## src/rtl/cb_pkg.sv

```systemverilog
// Shared helpers for the connection-block family (cbx/cby): sizing of the
// per-mux select fields, the configuration chain and its bit counter.
package cb_pkg;

    function automatic int cb_clog2(input int value);
        int result;
        int rem;
        result = 0;
        rem    = value - 1;
        while (rem > 0) begin
            result = result + 1;
            rem    = rem >> 1;
        end
        return result;
    endfunction

    function automatic int cb_sel_w(input int mux_size);
        return cb_clog2(mux_size);
    endfunction

    function automatic int cb_cfg_bits(input int num_ipin, input int mux_size);
        return num_ipin * cb_sel_w(mux_size);
    endfunction

    // One extra bit so an overlong load saturates above CFG_BITS instead of wrapping onto it.
    function automatic int cb_cnt_w(input int cfg_bits);
        return cb_clog2(cfg_bits) + 1;
    endfunction

endpackage

```

## src/rtl/cb_cfg_chain.sv

```systemverilog
// Serial configuration chain with a length-checked commit into a shadow
// register, so the routing muxes only ever see a complete configuration.
module cb_cfg_chain
    import cb_pkg::*;
#(
    parameter int NUM_IPIN = 2,
    parameter int MUX_SIZE = 10,
    parameter int SEL_W    = 4,
    parameter int CFG_BITS = 8
) (
    input  logic                prog_clk,
    input  logic                prog_reset_n,
    input  logic                ccff_en,
    input  logic                ccff_head,
    input  logic                cfg_commit,
    output logic                ccff_tail,
    output logic [CFG_BITS-1:0] active,
    output logic                cfg_valid,
    output logic                cfg_err
);

    localparam int                CNT_W      = cb_cnt_w(CFG_BITS);
    localparam logic [CNT_W-1:0]  CNT_MAX    = '1;
    localparam logic [CNT_W-1:0]  CNT_LOAD   = CNT_W'(CFG_BITS);
    localparam logic [SEL_W:0]    SEL_LIMIT  = (SEL_W+1)'(MUX_SIZE);

    logic [CFG_BITS-1:0] chain;
    logic [CNT_W-1:0]    cnt;
    logic                sel_oob;

    always_comb begin
        sel_oob = 1'b0;
        for (int i = 0; i < NUM_IPIN; i++) begin
            if ({1'b0, chain[i*SEL_W +: SEL_W]} >= SEL_LIMIT) begin
                sel_oob = 1'b1;
            end
        end
    end

    // Shifting takes priority; a commit only acts on a quiet chain.
    always_ff @(posedge prog_clk or negedge prog_reset_n) begin
        if (!prog_reset_n) begin
            chain     <= '0;
            cnt       <= '0;
            active    <= '0;
            cfg_valid <= 1'b0;
            cfg_err   <= 1'b0;
        end else if (ccff_en) begin
            chain <= {chain[CFG_BITS-2:0], ccff_head};
            if (cnt != CNT_MAX) begin
                cnt <= cnt + 1'b1;
            end
        end else if (cfg_commit) begin
            cnt <= '0;
            if (cnt == CNT_LOAD) begin
                active    <= chain;
                cfg_valid <= 1'b1;
                if (sel_oob) begin
                    cfg_err <= 1'b1;
                end
            end else begin
                cfg_err <= 1'b1;
            end
        end
    end

    assign ccff_tail = chain[CFG_BITS-1];

endmodule

```

## src/rtl/cby_param_cfg.sv

```systemverilog
// Y-direction connection block: vertical tracks pass straight through and
// NUM_IPIN routing muxes pick grid input pins from a window of tracks.
module cby_param_cfg
    import cb_pkg::*;
#(
    parameter int CHAN_WIDTH  = 11,
    parameter int NUM_IPIN    = 2,
    parameter int MUX_SIZE    = 10,
    parameter int IPIN_STRIDE = 1
) (
    input  logic                  prog_clk,
    input  logic                  prog_reset_n,
    input  logic [CHAN_WIDTH-1:0] chany_bottom_in,
    input  logic [CHAN_WIDTH-1:0] chany_top_in,
    output logic [CHAN_WIDTH-1:0] chany_bottom_out,
    output logic [CHAN_WIDTH-1:0] chany_top_out,
    input  logic                  ccff_en,
    input  logic                  ccff_head,
    output logic                  ccff_tail,
    input  logic                  cfg_commit,
    output logic [NUM_IPIN-1:0]   ipin_out,
    output logic                  cfg_valid,
    output logic                  cfg_err
);

    localparam int             SEL_W     = cb_sel_w(MUX_SIZE);
    localparam int             CFG_BITS  = cb_cfg_bits(NUM_IPIN, MUX_SIZE);
    localparam int             MUX_PAD   = 2 ** SEL_W;
    localparam logic [SEL_W:0] SEL_LIMIT = (SEL_W+1)'(MUX_SIZE);

    logic [CFG_BITS-1:0] active;

    assign chany_bottom_out = chany_top_in;
    assign chany_top_out    = chany_bottom_in;

    cb_cfg_chain #(
        .NUM_IPIN (NUM_IPIN),
        .MUX_SIZE (MUX_SIZE),
        .SEL_W    (SEL_W),
        .CFG_BITS (CFG_BITS)
    ) u_cfg_chain (
        .prog_clk     (prog_clk),
        .prog_reset_n (prog_reset_n),
        .ccff_en      (ccff_en),
        .ccff_head    (ccff_head),
        .cfg_commit   (cfg_commit),
        .ccff_tail    (ccff_tail),
        .active       (active),
        .cfg_valid    (cfg_valid),
        .cfg_err      (cfg_err)
    );

    // Even mux inputs take the bottom track, odd ones the top track of the same index;
    // inputs past MUX_SIZE are tied low so any select value indexes safely.
    for (genvar i = 0; i < NUM_IPIN; i++) begin : g_mux
        logic [MUX_PAD-1:0] mux_in;
        logic [SEL_W-1:0]   sel;
        logic               sel_ok;

        for (genvar j = 0; j < MUX_PAD; j++) begin : g_in
            if (j >= MUX_SIZE) begin : g_pad
                assign mux_in[j] = 1'b0;
            end else if (j % 2 == 0) begin : g_bottom
                assign mux_in[j] = chany_bottom_in[(i*IPIN_STRIDE + j/2) % CHAN_WIDTH];
            end else begin : g_top
                assign mux_in[j] = chany_top_in[(i*IPIN_STRIDE + j/2) % CHAN_WIDTH];
            end
        end

        assign sel         = active[i*SEL_W +: SEL_W];
        assign sel_ok      = ({1'b0, sel} < SEL_LIMIT);
        assign ipin_out[i] = cfg_valid & sel_ok & mux_in[sel];
    end

endmodule

```

## config.mk

```make
export PLATFORM = sky130hd
export DESIGN_NAME = cby_param_cfg
export DESIGN_NICKNAME = d
export VERILOG_FILES = /design/src/rtl/cb_pkg.sv /design/src/rtl/cb_cfg_chain.sv /design/src/rtl/cby_param_cfg.sv
export SDC_FILE = /design/constraint.sdc
export NUM_CORES = 1
export LEC_CHECK = 0
export CORE_MARGIN = 2
export CORE_UTILIZATION = 45
export CTS_BUF_LIST = sky130_fd_sc_hd__clkbuf_16
export CTS_CLUSTER_SIZE = 30
export DETAILED_ROUTE_END_ITERATION = 7
export GPL_ROUTABILITY_DRIVEN = 0
export PLACE_DENSITY = 0.94
export SKIP_CTS_REPAIR_TIMING = 1
export SYNTH_ARGS = -nofsm -noshare
export SYNTH_HDL_FRONTEND = slang
export SYNTH_HIERARCHICAL = 1
export SYNTH_SLANG_ARGS = --single-unit
```

## constraint.sdc

```tcl
create_clock -name prog_clk -period 2.1 [get_ports prog_clk]
set_input_delay 0.42 -clock prog_clk [delete_from_list [all_inputs] [get_ports prog_clk]]
set_output_delay 0.42 -clock prog_clk [all_outputs]
set_load 0.01 [all_outputs]
```

==> run summary <==
critical-path maximum fanout - 2
Root Driver - clkbuf_16
cell count after placement - 161
Ys Warns - 6
CP Buf/Inv Count - 2
setup TNS - 0 ps
failing checks - DRC
crit-path leading delay family - buffers and inverters
Num CTS Buffers - 3
sequential share of the synthesized area - 0.408
crit path cell chain - clkdlybuf4s50_1 > mux4_2 > o21ai_1 > a31oi_1 > clkbuf_2
Final Setup Violations - 0
Sink Count - 22
Pins Over Slew Limit - 0
global-route wire length before repair - 4090 microns
Nets - 164
Final ANT Viol Nets - 0
core box area - 2810 sq um
Req. time, crit path - 1680 ps
Cell variety after synth - 27
WHS - 481 ps
number of global-route vias before repair - 874
Routed WL per cell - 15.3 microns
WS Path Type - in -> out
first-iteration detailed-routing DRC count - 21
minimum clock period - 2070 ps
Max Freq - 483 MHz
pwr/cell area - 947 nW/um^2
Worst EP arrival - 1650 ps
Worst-Margin Slew - 345 ps
CP max stage delay - 470 ps
Seq cells post-synth - 22
Starting Density - 0.481
slowest CP cell - mux4_2
largest net degree at the start of global routing - 23
max_slew headroom - 0.770
Main synth FF type - dfrtp_1
Fin Clk Skew - 1.72 ps
Port Buffer Count - 33
Final Hold Viols - 0
initial antenna violation count - 0
worst hold path class - reg -> reg
Vias - 905
worst-skew pair later-pin latency - 250 ps
syn_nets - 145
Vias/cell - 5.48
antenna diode count - 0
Die W - 58.8 microns
CP Launch Type - input pin
async set-reset flop share out of synthesis - 1.00
CP Capture Type - primary output
Area Overhead vs Synth - 24.3%
Placed Area - 1580 sq um
CTS tree - built
Clock Pin Slew Worst Setup and Hold Paths - 50 ps
first drt pass iteration count - 6
Finished Cell Area - 1680 sq um
overall power - 1.59 mW
Ports - 54
share of cells above drive strength 1 - 0.306
Final Non-Filler Cells - 165
Post-synth EDFFs - 0
Pleak - 0.730 nW
Max Root-Sink Buffers - 2
final period utilization - 0.987
Max-cap violations - 0
grt ovf - 0
drt drc - 9
VDD IR max - 0.548 mV
RSZ-0062 raised after global routing - false
GR Util All Layers - 0.158
outcome - finished, violations left
Die Ht - 58.8 microns
synthesized area per cell - 11.6 sq um
Die ar. - 3450 sq um
WL final - 2520 microns
# H-tree levels - 1
row cnt - 19
Mapped Cells - 116
synthesized area - 1350 sq um
## layout make-up
type | instances | area, sq um
fill | 242 | 1130
multi-input combinational | 64 | 594
sequential | 22 | 551
timing repair buffer | 39 | 370
clock buffer | 3 | 75.1
tap | 31 | 38.8
clock inverter | 1 | 30.0
inverter | 5 | 18.8
## routing by layer
| metal | up-vias | wire length (microns) | GRT usage |
|---|---|---|---|
| met5 | - | 0 | 0 |
| met4 | 0 | 45 | 0.0747 |
| met3 | 7 | 247 | 0.0286 |
| met2 | 44 | 1270 | 0.294 |
| met1 | 427 | 955 | 0.171 |
| li1 | 427 | - | - |
## sequential cells by signal, summed over array words and instances, names as in the netlist
register	count
u_cfg_chain/cfg_err	1
u_cfg_chain/active	8
u_cfg_chain/cfg_valid	1
u_cfg_chain/cnt	4
u_cfg_chain/chain	8
## through the flow
stage               worst slack [ps]  utilization
floorplan                        578            -
global placement                -307        0.562
detailed placement              -322        0.562
CTS                             -317        0.600
global route                   0.665        0.598
finish                          27.5        0.598
## synthesized netlist by cell type (all sizes together), types with 4 or more instances
cell type / n / area, sq um
a31oi: 4 / 25.0
buf: 25 / 186
dfrtp: 22 / 551
inv: 5 / 18.8
mux2: 23 / 289
nand2: 4 / 15.0
nor2: 5 / 18.8
o21ai: 5 / 25.0
## worst reg2reg max path: cells and delay by family, from the launching register on
family | cells | cell delay [ps]
simple gates | 2 | 530
buf+inv | 1 | 80
fa+ha+maj | 1 | 130
flops | 1 | 430
mux | 1 | 340
## cell families after synthesis
logic type,after synthesis,share of synthesized area
compound gates,14,0.0639
fa+ha+maj,2,0.0185
buf+inv,30,0.152
mux,26,0.255
flops,22,0.408
simple gates,22,0.103
## placed cells by master (no fill, tap or decap)
| master | n |
|---|---|
| nand3_1 | 2 |
| clkbuf_16 | 3 |
| dlymetal6s2s_1 | 2 |
| mux2i_1 | 1 |
| a21oi_1 | 2 |
| ha_1 | 2 |
| nand3b_1 | 2 |
| buf_4 | 6 |
| nand2_1 | 4 |
| nor2b_4 | 1 |
| a22o_1 | 1 |
| or2_2 | 2 |
| nor4b_1 | 1 |
| clkdlybuf4s50_1 | 29 |
| and3b_1 | 1 |
| o21ai_1 | 2 |
| mux2_4 | 8 |
| o21ai_0 | 3 |
| a2bb2oi_1 | 2 |
| mux4_2 | 2 |
| clkbuf_2 | 2 |
| mux2_2 | 15 |
| a31oi_1 | 4 |
| bufinv_16 | 1 |
| nor3_1 | 1 |
| inv_1 | 5 |
| nor2_1 | 5 |
| dfrtp_1 | 22 |
| nand4b_1 | 2 |
| nand2b_4 | 1 |
## worst paths after layout
path                            slack, ps  cells past startpoint                             from                                end
worst max-delay path                   30                      5               chany_bottom_in[4]                        ipin_out[1]
worst min-delay path                  480                      1  u_cfg_chain/cfg_err$_DFFE_PN0P_    u_cfg_chain/cfg_err$_DFFE_PN0P_
worst max register to register        470                      5   u_cfg_chain/cnt[0]$_DFFE_PN0P_  u_cfg_chain/active[1]$_DFFE_PN0P_
worst min register to register        480                      1  u_cfg_chain/cfg_err$_DFFE_PN0P_    u_cfg_chain/cfg_err$_DFFE_PN0P_
max in group asynchronous            1360                      2                     prog_reset_n  u_cfg_chain/active[1]$_DFFE_PN0P_
min in group asynchronous             530                      2                     prog_reset_n     u_cfg_chain/cnt[1]$_DFFE_PN0P_
## power breakdown
part / total (mW) / leakage [nW] / switching (mW) / internal, mW
combinational: 0.423 / 0.401 / 0.151 / 0.273
sequential: 0.643 / 0.279 / 0.120 / 0.523
clock: 0.522 / 0.0511 / 0.144 / 0.378
total: 1.59 / 0.730 / 0.415 / 1.17
(Power assumes the default switching activity.)
==> variant: new RTL, same settings <==
Make the reset (`prog_reset_n`) synchronous in one clocked block.
--- a/src/rtl/cb_cfg_chain.sv
+++ b/src/rtl/cb_cfg_chain.sv
@@ -39,5 +39,5 @@
 
     // Shifting takes priority; a commit only acts on a quiet chain.
-    always_ff @(posedge prog_clk or negedge prog_reset_n) begin
+    always_ff @(posedge prog_clk) begin
         if (!prog_reset_n) begin
             chain     <= '0;
Function: differs if prog_reset_n is asserted again (counterexample within 4 cycles, from zero or initial values and one cycle with prog_reset_n low); with prog_reset_n held inactive, the same outputs for 10 cycles.
==> variant against the unedited design <==
Cell area decreased by 2.9%. Sequential cell count unchanged. Synthesized area decreased by 1.9%. Worst setup slack got worse by 0.0020 ns. Count of clock-buffer cells in the layout unchanged. Wire length increased by 12%. Die area decreased by 1.7%. Critical endpoint unchanged. Highest routed layer unchanged.
Power is not compared: it rests on default switching activity, and its combinational part moved more than twofold at a synthesized area within 25%.
==> variant: results (changes against the unedited design) <==
stage	metric	value	unit	change
cells_and_area	buf_share	0.240		was 0.221
cells_and_area	inverters	4		was 5
setup_path	ff2ff_path_depth	6		was 5
grt	grt_usage	0.178		was 0.158
run_status	status	finished clean		was complete, but fails checks
cells_and_area	seqCellArea	440	µm²	was 551 µm²
worst_hold_path	worstHoldStart	u_cfg_chain/active[6]		was u_cfg_chain/cfg_err
grt	met1_usage	0.197		was 0.171
cells_and_area	multi_input_area	666	µm²	was 594 µm²
grt	globalRouteMet3Util	0.0268		was 0.0286
cells_and_area	utilization	0.586		was 0.598
synthesis	synth_compound_area_frac	0.0831		was 0.0639
route	vias	1057		was 905
setup_path	r2r-start	u_cfg_chain/cnt[0]		unchanged
route	dr_wl_met3	208	µm	was 247 µm
placed_design	dp_cells	185		was 161
route	firstDrtPassIters	4		was 6
cells_and_area	nMultiInputCombCells	87		was 64
synthesis	ys_top_cells_by_count	23 x buf_4, 22 x dfxtp_1, 17 x mux2i_1		was 22 x buf_4, 22 x dfrtp_1, 15 x mux2_2
setup_path	cp_max_fo	3		was 2
grt	grt_max_degree	28		was 23
sta	whs	0.469	ns	was 0.481 ns
cells_and_area	nFillCells	238		was 242
synthesis	synth_area_leaders	dfxtp_1 33%, buf_4 13%, mux2i_1 13%		was dfrtp_1 41%, mux2_2 13%, buf_4 12%
synthesis	synthMuxAreaShare	0.213		was 0.255
route	drt-initial-drc-count	35		was 21
[variant: changes by cell type in the layout (fill, tap and decap cells not counted), moves of 8 or more]
| cell | unedited run | this run |
|---|---|---|
| dfrtp_1 | 22 | 0 |
| dfxtp_1 | 0 | 22 |
| mux2i_1 | 1 | 17 |
| nand2_1 | 4 | 16 |
| nor2b_1 | 0 | 10 |
| mux2_2 | 15 | 6 |
| mux2_4 | 8 | 0 |
[variant: kinds of logic after synthesis]
| group | count (synthesis) |
|---|---|
| AO/OA/AOI/OAI | 16 |
| adder cells (fa/ha/maj) | 2 |
| buffers and inverters | 32 |
| flip-flops | 22 |
| multiplexers | 25 |
| AND/OR/NAND/NOR | 44 |
[variant: critical path, cell delays in order]
cell and delay [ns]:
clkdlybuf4s50_1 0.44, mux4_2 0.47, o21ai_2 0.12, a31oi_1 0.06, clkbuf_2 0.14
